**src/rtl/nic.sv**
```systemverilog
// rtl/nic.sv - NIC with single-entry input/output packet buffers behind a 2-bit processor register map
module nic #(
    parameter int DATA_WIDTH = 64,
    parameter int ADDR_WIDTH = 2
) (
    input  logic                  clk,
    input  logic                  rst,
    input  logic [ADDR_WIDTH-1:0] addr,
    input  logic [DATA_WIDTH-1:0] d_in,
    output logic [DATA_WIDTH-1:0] d_out,
    input  logic                  nicEn,
    input  logic                  nicEnWr,
    input  logic                  net_si,
    output logic                  net_ri,
    input  logic [DATA_WIDTH-1:0] net_di,
    output logic                  net_so,
    input  logic                  net_ro,
    output logic [DATA_WIDTH-1:0] net_do,
    input  logic                  net_polarity
);

    localparam logic [ADDR_WIDTH-1:0] ADDR_IN_BUF  = ADDR_WIDTH'(0);
    localparam logic [ADDR_WIDTH-1:0] ADDR_IN_STS  = ADDR_WIDTH'(1);
    localparam logic [ADDR_WIDTH-1:0] ADDR_OUT_BUF = ADDR_WIDTH'(2);
    localparam logic [ADDR_WIDTH-1:0] ADDR_OUT_STS = ADDR_WIDTH'(3);

    logic [DATA_WIDTH-1:0] in_buf;
    logic                  in_full;
    logic [DATA_WIDTH-1:0] out_buf;
    logic                  out_full;

    logic rd;
    logic wr;
    logic in_capture;
    logic in_clear;
    logic out_accept;
    logic drain;

    assign rd = nicEn & ~nicEnWr;
    assign wr = nicEn & nicEnWr;

    assign net_ri = ~rst & ~in_full;

    assign in_capture = net_si & net_ri;
    assign in_clear   = rd & (addr == ADDR_IN_BUF) & in_full;

    // A write that lands while out_full is set is dropped, even on a drain edge.
    assign out_accept = wr & (addr == ADDR_OUT_BUF) & ~out_full;

    // The router only takes packets on the virtual channel matching the packet's MSB.
    assign drain = out_full & net_ro & (out_buf[DATA_WIDTH-1] == net_polarity);

    always_comb begin
        d_out = '0;
        if (rd) begin
            case (addr)
                ADDR_IN_BUF:  d_out = in_buf;
                ADDR_IN_STS:  d_out = {{(DATA_WIDTH-1){1'b0}}, in_full};
                ADDR_OUT_STS: d_out = {{(DATA_WIDTH-1){1'b0}}, out_full};
                default:      d_out = '0;
            endcase
        end
    end

    always_ff @(posedge clk) begin
        if (rst) begin
            in_buf  <= '0;
            in_full <= 1'b0;
        end else if (in_capture) begin
            in_buf  <= net_di;
            in_full <= 1'b1;
        end else if (in_clear) begin
            in_full <= 1'b0;
        end
    end

    always_ff @(posedge clk) begin
        if (rst) begin
            out_buf  <= '0;
            out_full <= 1'b0;
        end else if (drain) begin
            out_full <= 1'b0;
        end else if (out_accept) begin
            out_buf  <= d_in;
            out_full <= 1'b1;
        end
    end

    always_ff @(posedge clk) begin
        if (rst) begin
            net_so <= 1'b0;
            net_do <= '0;
        end else if (drain) begin
            net_so <= 1'b1;
            net_do <= out_buf;
        end else begin
            net_so <= 1'b0;
        end
    end

endmodule

```
**config.mk**
```make
export PLATFORM = sky130hd
export DESIGN_NAME = nic
export DESIGN_NICKNAME = d
export VERILOG_FILES = /design/src/rtl/nic.sv
export SDC_FILE = /design/constraint.sdc
export NUM_CORES = 1
export LEC_CHECK = 0
export ABC_CLOCK_PERIOD_IN_PS = 2400
export CAP_MARGIN = 20
export CELL_PAD_IN_SITES_DETAIL_PLACEMENT = 0
export CELL_PAD_IN_SITES_GLOBAL_PLACEMENT = 2
export CORE_UTILIZATION = 27
export DETAILED_ROUTE_END_ITERATION = 7
export PLACE_DENSITY = 0.85
export SLEW_MARGIN = 20
export SYNTH_ARGS = -nofsm -noshare
export SYNTH_HDL_FRONTEND = slang
export SYNTH_SLANG_ARGS = --single-unit
```
**constraint.sdc**
```tcl
create_clock -name clk -period 2.4 [get_ports clk]
set_input_delay 0.72 -clock clk [delete_from_list [all_inputs] [get_ports clk]]
set_output_delay 0.72 -clock clk [all_outputs]
set_load 0.02 [all_outputs]
```
==> run_results.csv, run 1 <==
group,metric,value,unit
power_and_ir_drop,cellPowerDensity,582.0,mW/mm^2
detailed_routing,drc,0,
yosys,synth-seq-cells,195,
clocking,ctsHoldBuffers,0,
clocking,clock_path_buffers,2,
sta,tightest_slew,0.7813,ns
floorplanning,start_util,0.2738,
grt,grt_pass1_vias,6025,
detailed_routing,highest-signal-layer,"met4",
status,failed_checks,"negative setup slack",
layout,final_common_cell,"clkdlybuf4s50_1",
floorplanning,num_io_pins,267,
worst_setup_path,cp-start-kind,"primary input",
layout,stdcell_area,0.01197,mm^2
layout,most-common-layout-cells,"clkdlybuf4s50_1, dfxtp_1, nand2b_1",
worst_setup_path,cpMaxStageDelayCell,"nor3_4",
clocking,clock_latency,0.44,ns
yosys,synth-edff-count,0,
worst_setup_path,cpMostUsedCell,"buf_6",
detailed_routing,wl_met2,9912,um
yosys,syn-num-nets,923,
clocking,root_buffer,"clkbuf_16",
yosys,synth_cell_types,25,
grt,grt_max_degree,107,
placement,place_congestion,0.7273,
sta,min_period,2.690,ns
yosys,synth.avg_cell_area,9.973,um^2
sta,finalSetupViolCount,63,
placement,dpl_cell_area,0.01092,mm^2
worst_setup_path,required,1.68,ns
power_and_ir_drop,p_leak,4.440,nW
placement,port_buffers,266,
floorplanning,fp-row-count,62,
placement,dpl_worst_slack,-0.9184,ns
clocking,cts_tree,"built",
power_and_ir_drop,peakVddDrop,0.0003541,V
layout,postLayoutCoreUtil,0.4180,
sta,slew_viol_final,0,
detailed_routing,met3_length,1801,um
run,cap_violations,0,
worst_setup_path,crit_fanout,4,
sta,period_share,1.121,
worst_setup_path,crit_arrival,1.97,ns
yosys,async_flop_share,0,
placement,dpl.hpwl,14170,um
sta,hold-worst-slack,0.4651,ns
hold_path,holdCritPathClass,"reg -> reg",
yosys,yosysWarningCount,0,
layout,drive_gt1_frac,0.1832,
layout,antenna_cells,0,
clocking,cts_sinks,195,
detailed_routing,dr.pass1.iters,4,
detailed_routing,wl_met1,10240,um
grt,grtUsageTotal,0.1475,
status,outcome,"finished, violations left",
worst_setup_path,criticalPathCategory,"in -> out",
floorplanning,die_h,172.4,um
floorplanning,core-area,0.02863,mm^2
sta,max_freq,0.3718,GHz
detailed_routing,drt_iter0_drc,340,
floorplanning,die_w,172.4,um
grt,overflow,0,
yosys,synth_ff_type,"dfxtp_1",
layout,final_nets,1194,
worst_setup_path,critPathCaptureType,"primary output",
worst_setup_path,cp_top_family,"buffers and inverters",
floorplanning,dieArea,0.02972,mm^2
sta,relSlewSlack,0.4775,
worst_setup_path,critPathBufInv,7,
yosys,synthCells,786,
grt,grt_pass1_wl,33830,um
detailed_routing,drt-total-wl,22120,um
worst_setup_path,crit_chain,"buf_6, nand2b_4, nor3_4, buf_6, buf_8, buf_6, buf_8, buf_6, and2_4, buf_6",
detailed_routing,wl_per_cell,15.22,um
yosys,syn-cell-area,0.007839,mm^2
clocking,clkTransAtPathRegs,0.07,ns
detailed_routing,num_vias,6262,
layout,area_growth,52.66,%
sta,worst_slack,-0.2899,ns
sta,grt_setup_unrepaired,"yes",
worst_setup_path,max_stage_delay,0.21,ns
sta,skew,0.01938,ns
grt,antenna_found_initial,0,
detailed_routing,vias_per_cell,4.307,
detailed_routing,drtAntennaViolNets,0,
clocking,cts_buffers,17,
sta,tns,-12.26,ns
sta,hold_viol,0,
clocking,cts_max_level,4,
yosys,ys_seq_area_frac,0.4980,
==> registers in the layout (all words and copies together), names as in the netlist <==
signal and count:
out_full 1, in_full 1, net_so 1, net_do 64, out_buf 64, in_buf 64
==> final cells by class <==
cell class / instances / area, um^2
clock buffers: 18 / 429.2
clock inverters: 14 / 182.7
fillers: 2741 / 16660
multi-input cells: 528 / 3617
flip-flops and latches: 195 / 3904
well taps: 384 / 480.5
repair buffers: 315 / 3353
==> power breakdown <==
group	switching, W	internal (W)
Combinational	0.000255	0.000394
Sequential	0.0000570	0.00333
Clock	0.00150	0.00143
Total	0.00181	0.00516
==> cells in the mapped netlist (2+ instances only) <==
cell type | instances | share of area
dfxtp_1 | 195 | 0.50
nand2b_1 | 192 | 0.15
nand2_1 | 66 | 0.032
mux2i_1 | 65 | 0.083
a22o_1 | 64 | 0.072
and2_1 | 63 | 0.050
o21ai_0 | 47 | 0.030
clkbuf_1 | 26 | 0.012
o21ai_1 | 18 | 0.011
buf_6 | 16 | 0.023
buf_2 | 11 | 0.0070
buf_8 | 5 | 0.0096
clkbuf_2 | 3 | 0.0019
buf_4 | 2 | 0.0019
nor2_1 | 2 | 0.00096
nor3_2 | 2 | 0.0026
==> tightest hold or removal path: cells and delay by family, from the launching register on <==
| family | cells | cell delay (ns) |
|---|---|---|
| flops | 1 | 0.31 |
| simple gates | 1 | 0.06 |
| compound gates | 1 | 0.05 |
==> routing by layer <==
metal	vias up	GRT usage
li1	3150	-
met1	2905	0.1912
met2	195	0.2326
met3	12	0.05081
met4	0	0.03694
met5	-	0
==> kinds of logic after synthesis <==
logic type	synth area share
buffers and inverters	0.05586
muxes	0.08300
xor gates and xnor gates	0.001118
DFF	0.4980
AOI/OAI and AO/OA	0.1162
and+or+nand+nor	0.2458
==> final timing paths <==
path                            startpoint    endpoint  slack, ns  depth (start not counted)
worst max-delay path               addr[0]   d_out[27]      -0.29                         10
worst min-delay path            in_buf[32]  in_buf[32]       0.47                          2
worst max register to register    out_full  net_do[55]       0.61                          5
worst min register to register  in_buf[32]  in_buf[32]       0.47                          2
==> through the flow <==
stage / instances / power [W]
after floorplan: 786 / 0.003743
after global placement: 1402 / 0.004079
after detailed placement: 1402 / 0.004082
after CTS: 1453 / 0.007087
after global routing: 1454 / 0.007273
final: 1454 / 0.006964
==> repair_timing <==
item | in CTS | in global routing
pin swaps | 11 | 14
setup buffers | 16 | 6
gates resized for setup | 371 | 31
cloned | 3 | 0
setup endpoints to repair | 65 | 63
No activity file was read; power rests on OpenSTA's default activity.
==> run 2: changes to the inputs <==
--- a/config.mk
+++ b/config.mk
@@ -9,9 +9,10 @@
 export CAP_MARGIN = 20
 export CELL_PAD_IN_SITES_DETAIL_PLACEMENT = 0
 export CELL_PAD_IN_SITES_GLOBAL_PLACEMENT = 2
-export CORE_UTILIZATION = 27
+export CORE_UTILIZATION = 28
+export CTS_BUF_LIST = sky130_fd_sc_hd__clkbuf_8
 export DETAILED_ROUTE_END_ITERATION = 7
-export PLACE_DENSITY = 0.85
+export PLACE_DENSITY = 0.87
 export SLEW_MARGIN = 20
 export SYNTH_ARGS = -nofsm -noshare
 export SYNTH_HDL_FRONTEND = slang
==> run_results.csv, run 2 (synthesized netlist as in run 1, its figures left out) <==
group,metric,value,unit
status,outcome,"finished, violations left",
status,failed_checks,"negative setup slack",
sta,hold_viol,0,
clocking,cts_max_level,4,
layout,postLayoutCoreUtil,0.4307,
grt,overflow,0,
sta,slew_viol_final,0,
power_and_ir_drop,total_power,0.006213,W
grt,grt_pass1_wl,35760,um
detailed_routing,met3_length,1912,um
layout,ff_latch_area,0.003904,mm^2
detailed_routing,wl_per_cell,15.77,um
clocking,clock_latency,0.46,ns
worst_setup_path,reg2reg_to,"net_do[9]",
worst_setup_path,crit_fanout,6,
sta,worst_slack,-0.1587,ns
power_and_ir_drop,p_seq_frac,0.547,
clocking,cts_tree,"built",
worst_setup_path,rr_worst_depth,4,
sta,grt_setup_unrepaired,"yes",
power_and_ir_drop,switchingPower,0.001693,W
floorplanning,fp-row-count,60,
floorplanning,num_io_pins,267,
detailed_routing,drt_iter0_drc,285,
power_and_ir_drop,pwr-share-clk,0.348,
sta,max_freq,0.3908,GHz
detailed_routing,drt-total-wl,22610,um
floorplanning,start_util,0.2884,
power_and_ir_drop,internal-power,0.004520,W
power_and_ir_drop,cellPowerDensity,530.9,mW/mm^2
power_and_ir_drop,p_leak,4.387,nW
layout,fillCellCount,2637,
clocking,cts_sinks,195,
power_and_ir_drop,peakVddDrop,0.0003629,V
clocking,cts_buffers,17,
worst_setup_path,crit_arrival,1.84,ns
floorplanning,die_w,169.3,um
grt,grt_max_degree,97,
power_and_ir_drop,sw_frac_of_total,0.2725,
clocking,clock_path_buffers,2,
worst_setup_path,timing.rr.start,"out_buf[63]",
hold_path,holdCritPathClass,"reg -> reg",
placement,port_buffers,266,
worst_setup_path,rrSetupSlack,0.95,ns
detailed_routing,drtAntennaViolNets,0,
layout,multi_input_area,0.003674,mm^2
detailed_routing,wl_met1,10510,um
floorplanning,core-area,0.02718,mm^2
grt,grt_pass1_vias,6314,
sta,relSlewSlack,0.4556,
layout,final_nets,1186,
sta,tightest_slew,0.8166,ns
placement,place_congestion,0.7886,
detailed_routing,num_vias,6217,
floorplanning,dieArea,0.02867,mm^2
run,cap_violations,0,
detailed_routing,dr.pass1.iters,4,
placement,place_inst,1390,
power_and_ir_drop,combPwrFrac,0.105,
layout,drive_gt1_frac,0.1968,
worst_setup_path,cp-start-kind,"primary input",
worst_setup_path,criticalPathCategory,"in -> out",
layout,final_cells,1434,
layout,antenna_cells,0,
detailed_routing,wl_met2,9893,um
worst_setup_path,setup.worst_path.end,"d_out[4]",
sta,finalSetupViolCount,63,
layout,most-common-layout-cells,"clkdlybuf4s50_1, dfxtp_1, nand2b_1",
layout,final_common_cell,"clkdlybuf4s50_1",
worst_setup_path,required,1.68,ns
layout,reg_top3,"in_buf: 64 flops, net_do: 64 flops, out_buf: 64 flops",
clocking,clkTransAtPathRegs,0.12,ns
detailed_routing,highest-signal-layer,"met4",
detailed_routing,drc,0,
worst_setup_path,crit_start,"addr[0]",
sta,period_share,1.066,
detailed_routing,vias_per_cell,4.335,
grt,grtUsageTotal,0.1598,
layout,area_growth,49.31,%
floorplanning,die_h,169.3,um
sta,min_period,2.559,ns
placement,dpl.hpwl,14340,um
worst_setup_path,critPathCaptureType,"primary output",
grt,antenna_found_initial,0,
sta,skew,0.01507,ns
clocking,root_buffer,"clkbuf_8",
-- run 2: changes by cell type in the layout (fill, tap and decap cells not counted), moves of 2 or more --
cell,previous run,this run
and2_1,23,0
and2_4,40,63
clkdlybuf4s15_2,23,0
buf_6,48,69
clkbuf_16,17,0
clkbuf_8,0,17
buf_8,8,3
inv_8,0,4
buf_4,23,20
clkinv_8,6,4
inv_12,2,0
inv_6,4,2
-- run 2: worst max-delay path, cell delays in order --
cell and delay (ns):
buf_6 0.10, nand2b_4 0.14, nor3_4 0.23, buf_6 0.16, buf_12 0.12, buf_16 0.12, and2_4 0.14, buf_6 0.11
-- run 2: cell type report --
class,count,area share
Clock buffer,17,0.01999
Tap cell,372,0.03977
Clock inverter,15,0.01411
Multi-Input combinational cell,528,0.3139
Timing Repair Buffer,307,0.2787
Sequential cell,195,0.3335
-- run 2: power groups by stage --
stage	combinational, W	clock, W	sequential (W)
floorplan	0.000299	0	0.00344
finish	0.000653	0.00216	0.00340
detailed placement	0.000629	0	0.00347
global placement	0.000623	0	0.00347
CTS	0.000675	0.00227	0.00340
global route	0.000712	0.00239	0.00341
-- run 2: repair_timing --
| item | in CTS | in global routing |
|---|---|---|
| hold buffers | 0 | 0 |
| cloned | 7 | 0 |
| setup endpoints to repair | 65 | 64 |
| setup buffers | 11 | 1 |
| resized for setup | 454 | 27 |
| pin swaps | 17 | 21 |
-- run 2: metrics by stage --
| stage | setup slack (ns) | setup TNS (ns) | hold slack, ns | instance area [um^2] |
|---|---|---|---|---|
| final | -0.1587 | -6.916 | 0.4731 | 11700 |
| after floorplan | 0.1220 | 0 | 0.4376 | 7839 |
| after global routing | -0.1847 | -8.982 | 0.4934 | 11700 |
| after detailed placement | -0.8737 | -53.76 | 0.4495 | 10900 |
| after CTS | -0.1547 | -7.508 | 0.4761 | 11790 |
| after global placement | -0.8810 | -52.87 | 0.4491 | 10900 |
-- run 2: worst min path at each step --
| stage | slack [ns] | end | cells after the start | from |
|---|---|---|---|---|
| finish | 0.47 | in_buf[26] | 2 | in_buf[26] |
| floorplan | 0.44 | in_buf[18] | 2 | in_buf[18] |
| global route | 0.49 | net_do[40] | 1 | out_buf[40] |
| detailed placement | 0.45 | in_buf[20] | 2 | in_buf[20] |
| CTS | 0.48 | in_buf[36] | 2 | in_buf[36] |
| global placement | 0.45 | in_buf[23] | 2 | in_buf[23] |
-- run 2: metal layers --
metal | up-vias | global-route usage
li1 | 3127 | -
met2 | 220 | 0.2466
met1 | 2855 | 0.2095
met3 | 15 | 0.05527
met5 | - | 0
met4 | 0 | 0.04700
